### config.mk
export PLATFORM = sky130hd
export DESIGN_NAME = regfile_wb_arb
export DESIGN_NICKNAME = d
export VERILOG_FILES = /design/src/rtl/regfile_wb_arb.sv
export SDC_FILE = /design/constraint.sdc
export NUM_CORES = 1
export LEC_CHECK = 0
export ABC_AREA = 0
export BUFFER_PORTS_ARGS = -buffer_cell sky130_fd_sc_hd__buf_2
export CAP_MARGIN = 30
export CORE_MARGIN = 1
export CORE_UTILIZATION = 44
export DETAILED_ROUTE_END_ITERATION = 7
export GPL_TIMING_DRIVEN = 0
export PLACE_DENSITY = 0.81
export SYNTH_ARGS = -nofsm -noshare
export SYNTH_HDL_FRONTEND = slang
export SYNTH_SLANG_ARGS = --single-unit
export TNS_END_PERCENT = 20
### constraint.sdc
create_clock -name clk -period 3.2 [get_ports clk]
set_input_delay 0.8 -clock clk [delete_from_list [all_inputs] [get_ports clk]]
set_output_delay 0.8 -clock clk [all_outputs]
set_load 0.05 [all_outputs]
### src/rtl/regfile_wb_arb.sv
// regfile_wb_arb: shares the integer register file's single write port between
// three writeback requesters (0 = ALU, 1 = load unit, 2 = CSR/mul-div).
// A request is accepted over valid/ready and issued to the file one cycle later;
// the registered write doubles as the forwarding bus.
//
// Optional build macro: WB_ARB_RR_EN
//   undefined : fixed priority 0 > 1 > 2 with starvation promotion
//   defined   : round-robin priority driven by rr_ptr
//
// Writes to x0 are acknowledged immediately, never issued, and never compete.

module regfile_wb_arb #(
   parameter int unsigned STARVE_MAX = 7
) (
   input  logic        clk,
   input  logic        rst,
   input  logic [2:0]  req_valid,
   input  logic [14:0] req_addr,
   input  logic [95:0] req_data,
   output logic [2:0]  req_ready,
   output logic        wr_en,
   output logic [4:0]  wr_addr,
   output logic [31:0] wr_data,
   output logic        fwd_valid,
   output logic [4:0]  fwd_addr,
   output logic [31:0] fwd_data,
   output logic [15:0] conflict_cnt
);

   logic [2:0]  live;
   logic [2:0]  zero_req;
   logic [2:0]  grant;
   logic        any_grant;
   logic        multi_live;
   logic [4:0]  sel_addr;
   logic [31:0] sel_data;

   // Split requests into live writes and x0 writes.
   always_comb begin
      live     = '0;
      zero_req = '0;
      for (int i = 0; i < 3; i++) begin
         live[i]     = req_valid[i] && (req_addr[5*i +: 5] != 5'd0);
         zero_req[i] = req_valid[i] && (req_addr[5*i +: 5] == 5'd0);
      end
   end

   assign multi_live = (live[0] & live[1]) | (live[0] & live[2]) | (live[1] & live[2]);

`ifdef WB_ARB_RR_EN

   logic [1:0] rr_ptr;

   // Round-robin pick: first live requester starting at rr_ptr.
   always_comb begin
      int idx;
      grant = '0;
      idx   = 0;
      for (int k = 0; k < 3; k++) begin
         idx = (int'(rr_ptr) + k) % 3;
         if ((grant == 3'b000) && live[idx]) begin
            grant[idx] = 1'b1;
         end
      end
   end

   // Pointer moves just past the last live grant and holds otherwise.
   always_ff @(posedge clk) begin
      if (rst) begin
         rr_ptr <= 2'd0;
      end else begin
         case (grant)
            3'b001:  rr_ptr <= 2'd1;
            3'b010:  rr_ptr <= 2'd2;
            3'b100:  rr_ptr <= 2'd0;
            default: rr_ptr <= rr_ptr;
         endcase
      end
   end

`else

   localparam logic [3:0] STARVE_LIM = 4'(STARVE_MAX);

   logic [3:0] wait_q [3];
   logic [2:0] starved;

   // Starved requesters outrank everyone; ties and the normal case go lowest index first.
   always_comb begin
      for (int i = 0; i < 3; i++) begin
         starved[i] = live[i] && (wait_q[i] == STARVE_LIM);
      end
      grant = '0;
      if (starved != 3'b000) begin
         if (starved[0])      grant = 3'b001;
         else if (starved[1]) grant = 3'b010;
         else                 grant = 3'b100;
      end else begin
         if (live[0])         grant = 3'b001;
         else if (live[1])    grant = 3'b010;
         else if (live[2])    grant = 3'b100;
      end
   end

   // Per-requester wait counters: count blocked cycles, clear on grant or idle.
   always_ff @(posedge clk) begin
      if (rst) begin
         for (int i = 0; i < 3; i++) wait_q[i] <= 4'd0;
      end else begin
         for (int i = 0; i < 3; i++) begin
            if (!live[i] || grant[i]) begin
               wait_q[i] <= 4'd0;
            end else if (wait_q[i] != STARVE_LIM) begin
               wait_q[i] <= wait_q[i] + 4'd1;
            end
         end
      end
   end

`endif

   assign any_grant = |grant;

   // Mux the granted requester's address and data.
   always_comb begin
      sel_addr = '0;
      sel_data = '0;
      for (int i = 0; i < 3; i++) begin
         if (grant[i]) begin
            sel_addr = req_addr[5*i +: 5];
            sel_data = req_data[32*i +: 32];
         end
      end
   end

   // Nothing is accepted while reset is held.
   assign req_ready = rst ? 3'b000 : (zero_req | grant);

   // Register the granted write; address and data hold when idle.
   always_ff @(posedge clk) begin
      if (rst) begin
         wr_en   <= 1'b0;
         wr_addr <= '0;
         wr_data <= '0;
      end else begin
         wr_en <= any_grant;
         if (any_grant) begin
            wr_addr <= sel_addr;
            wr_data <= sel_data;
         end
      end
   end

   // Saturating count of cycles with two or more live requests.
   always_ff @(posedge clk) begin
      if (rst) begin
         conflict_cnt <= '0;
      end else if (multi_live && (conflict_cnt != 16'hFFFF)) begin
         conflict_cnt <= conflict_cnt + 16'd1;
      end
   end

   assign fwd_valid = wr_en;
   assign fwd_addr  = wr_addr;
   assign fwd_data  = wr_data;

endmodule
# Word-level counts from Yosys, hierarchy flattened
# Memory sizes are Yosys's and may differ from the RTL's.
# Index checks and enable logic that the tools add are counted.
# W data, S select, Z words.
# word_totals
input_bits	116
mem_count	1
wordCells	94
ramBits	12
out_inout_bits	95
reg_bits	54
# memory_table
memory	words	word_bits	rd	rd_ports_with_merged_regs	wr	line	source
wait_q	3	4	3	0	3	85	logic [3:0] wait_q [3];
# op_classes
n_reduce_logical	24
n_eq_ne	7
n_mux	42
add_sub_neg	4
bitwise_logic	12
# op_table
op	n
$mux W32	3
$mux W4	6
$mux W1	23
$mux W3	7
$add A16 B1 Y16 const B	1
$ne A16 B16 Y1 const B	1
$logic_not A5 Y1	3
$mux W5	3
$reduce_bool A5 Y1	3
$add A4 B1 Y4 const B	3
$eq A4 B3 Y1 const B	3
$ne A4 B3 Y1 const B	3
$logic_and A1 B1 Y1	10
$or A1 B1 Y1	8
$and A1 B1 Y1	3
$logic_not A1 Y1	3
$logic_or A1 B1 Y1	3
$or A3 B3 Y3	1
$reduce_bool A3 Y1	1
$reduce_or A3 Y1	1

# Logic depth before layout (Yosys ltp)
# depth
depth_word	12
mapped_depth	8
depth_no_buf	6

# Worst setup path after synthesis
# Ideal clock, no wire load.
# synth_path
kind	input to output
start	input req_addr[1]
end	output req_ready[2]
arrival_ns	2.541
setup_slack_ns	-0.141
required_ns	2.400
n_path_buf	0
stages	5
path_cell_list	or4_4 o221a_4 a21oi_1 nor2_1 nor2_1
# synth_between
elab_chain_len	7
word_cells_on_any_way	9
cone_classes	mux (4); bitwise (1); reduce/logical (4)
# synth_lines
element	line	source
start, declared	18	input logic [14:0] req_addr,
$reduce_bool A5 Y1 (*)	43	live[i] = req_valid[i] && (req_addr[5*i +: 5] != 5'd0);
$logic_and A1 B1 Y1 (*)	43	
$logic_and A1 B1 Y1	91	starved[i] = live[i] && (wait_q[i] == STARVE_LIM);
$reduce_bool A3 Y1 / $mux W3 (equally long branches)	94, 95	
$mux W3 (*)	94	if (starved != 3'b000) begin
$or A3 B3 Y3 (*)	137	assign req_ready = rst ? 3'b000 : (zero_req | grant);
$mux W3 (*)	137	
end, declared	20	output logic [2:0] req_ready,
# Mark *: on every way between the ends. The rest lies on a longest branch, timed or not.

# Final worst setup path
# layout_path
start	input req_addr[1]
end	output req_ready[1]
# The elaborated chain is that of the path after synthesis.

==> impl_metrics.tcl <==
set metrics [dict create \
    clkSlewWorstSetupHoldPaths_ns 0.07 \
    syn_to_final_growth_pct 41.7 \
    cts_buffers 9 \
    ys_ff_latch 66 \
    wl_mm 11.5 \
    first_global_vias 3506 \
    die_h_um 91.6 \
    n_antenna_cell 0 \
    layout_common_cells "buf_2, dfxtp_1, buf_4" \
    critical_path.top_delay_family "compound AO/OA/AOI/OAI gates" \
    yosysSeqAreaShare_pct 40.8 \
    whs_path_depth 1 \
    power_density_nw_per_um2 477 \
    port_buffers 210 \
    max_freq_mhz 313 \
    totalPowerFinal_uw 2390 \
    cap_violations 0 \
    finalNonFillerCells 678 \
    drt_first_pass_iters 4 \
    grt_pass1_wl_mm 17.9 \
    syn_inst 344 \
    design_area_um2 5000 \
    yosysUniqueCellTypes 51 \
    cp_cell_sequence "buf_2 -> or4_4 -> o221ai_1 -> o21a_1 -> o211a_1 -> clkbuf_4" \
    io_pins 211 \
    hp-class "reg2reg" \
    syn_avg_cell_area_um2 10.3 \
    synth_compound_area_share_pct 30.3 \
    crit_fanout 5 \
    r2r_slack_ns 0.73 \
    fillers 657 \
    cts_tree "done" \
    post-route-drc-count 0 \
    dr_total_vias 3746 \
    worstPathArrival_ns 2.39 \
    cp-start-kind "input port" \
    avgRoutedWirePerCell_um 16.9 \
    fin_crit_sh_pct 99.7 \
    synth_simple_gate_area_share_pct 13.5 \
    initial_core_util_pct 45.7 \
    relSlewSlack_pct 56.4 \
    cts_max_path_buffers 2 \
    finalHoldViolCount 0 \
    cpPeakStageDelay_ns 0.57 \
    hpwl_mm 8.91 \
    tightestPinTransition_ns 0.650 \
    synthAdderAreaFrac_pct 1.70 \
    die_area_um2 8390 \
    path_buf_inv 2 \
    cp-end-kind "output pin" \
    worst-r2r-cell-count 8 \
    synth_area_um2 3530 \
    rows 32 \
    htree_levels 3 \
    fin_crit_ns 3.19 \
    path_class "in2out" \
    antenna_found_initial 0 \
    grt_use_total_pct 27.3 \
    run_status "finished, final reports clean" \
    drive_gt1_share_pct 50.9 \
    required_ns 2.40 \
    p_leak_uw 0.00245 \
    synth_top_family_by_area "compound AO/OA/AOI/OAI gates" \
    grt_max_degree 13 \
    maxSlewViolCount 0 \
    die_w_um 91.6 \
    viasPerCell 5.53 \
    core_um2 7730 \
    synth_flop_cell "dfxtp_1" \
    place_congestion 0.832 \
    setup_violations 0 \
    ir_drop_uv 197 \
    synth-edff-count 12 \
    cts_hold_buf 0 \
    synthXorXnorAreaFrac_pct 1.49 \
    drtIter0Drc 181 \
    overflow 0 \
    clock_skew_ns 0.0133 \
    yosysWarnings 0 \
    clkSinkCount 66 \
    synth_mux_area_share_pct 0 \
    place_area_um2 4720 \
    nNetsFinal 691 \
    placedCellCount 659 \
    ant_nets 0 \
    critPathSlowestCell "or4_4" \
    clock_latency_ns 0.35 \
    cts_root_buffer "clkbuf_8" \
    fin_util_pct 64.8 \
    rsz0062_at_grt "yes" \
    layout_commonest_cell "buf_2" \
    synthArstFlopShare_pct 0 \
    cp_num_cells 6 \
]
-- Yosys cell counts, types with 2 or more instances --
master    count  area (um^2)
a211o_1       2         17.5
a21oi_1      15         75.1
a221o_1      36          360
a22o_1       36          315
and3_1        6         37.5
and3b_1       2         17.5
and4_1        3         26.3
buf_2         9         45.0
buf_4        42          315
buf_6         3         33.8
clkbuf_1      4         15.0
dfxtp_1      54         1080
edfxtp_1     12          360
ha_1          4         50.1
inv_1         5         18.8
nand2_1       9         33.8
nand3_1       9         45.0
nand3b_1      3         22.5
nand4_1       5         31.3
nor2_1       14         52.6
nor3_1        3         15.0
nor3b_1       2         15.0
nor4_1        2         12.5
o21a_1        2         15.0
o21ai_0       3         15.0
o21ai_1       3         15.0
o311ai_0      2         17.5
o31ai_1      11         82.6
o41ai_1       2         17.5
or3_1         3         18.8
or4_1        12         90.1
or4_4         3         33.8
xnor2_1       4         35.0
xor2_1        2         17.5
-- routing by layer --
layer | routed length, um | vias to the layer above | global-route usage (%)
li1 | - | 1801 | -
met1 | 4930 | 1756 | 35.6
met2 | 5540 | 167 | 43.9
met3 | 767 | 22 | 5.86
met4 | 252 | 0 | 10.8
met5 | 0 | - | 0
-- final timing paths --
path                                          to              from
worst min-delay path            conflict_cnt[15]  conflict_cnt[15]
worst max-delay path                req_ready[1]       req_addr[1]
worst max register to register      fwd_data[25]      wait_q[2][0]
worst min register to register  conflict_cnt[15]  conflict_cnt[15]
-- cell families (layout without fill, tap and decap cells) --
group | Yosys count | after routing
flops | 66 | 66
buf+inv | 63 | 292
xor+xnor | 6 | 6
other cells | 1 | 4
compound gates | 124 | 124
simple gates | 79 | 79
fa+ha+maj | 5 | 5
-- registers in the layout (all words and copies together), names as in the netlist --
signal	cells
conflict_cnt	16
fwd_addr	5
fwd_data	32
fwd_valid	1
wait_q	12
-- through the flow --
stage | setup TNS (ns) | hold WS, ns | worst slack, ns
after floorplan | 0 | 0.560 | 0.0725
after global placement | -0.129 | 0.477 | -0.0644
after detailed placement | -0.167 | 0.480 | -0.0827
after CTS | 0 | 0.493 | 0.0181
after global routing | -0.0341 | 0.522 | -0.0341
final | 0 | 0.491 | 0.00978
-- layout make-up --
| type | instances | area, um^2 | area share [%] |
|---|---|---|---|
| buffer | 58 | 409 | 8.17 |
| inverter | 5 | 18.8 | 0.375 |
| clock buffer | 11 | 174 | 3.48 |
| timing repair buffer | 213 | 1080 | 21.7 |
| sequential | 66 | 1440 | 28.8 |
| multi-input combinational | 218 | 1690 | 33.8 |
| tap | 102 | 128 | 2.55 |
| clock inverter | 5 | 57.6 | 1.15 |
-- what timing repair did --
| action | 4_1_cts | 5_1_grt |
|---|---|---|
| pin swaps | 1 | 2 |
| buffers inserted | 1 | 2 |
| gates resized for setup | 2 | 6 |
| setup endpoints to repair | 3 | 3 |
-- where the power goes --
group          switching (uW)  leakage, uW  internal (uW)
logic                     448      0.00175            218
clock network             336     0.000120            454
registers                40.1     0.000584            891
No activity file was read; power rests on OpenSTA's default activity.
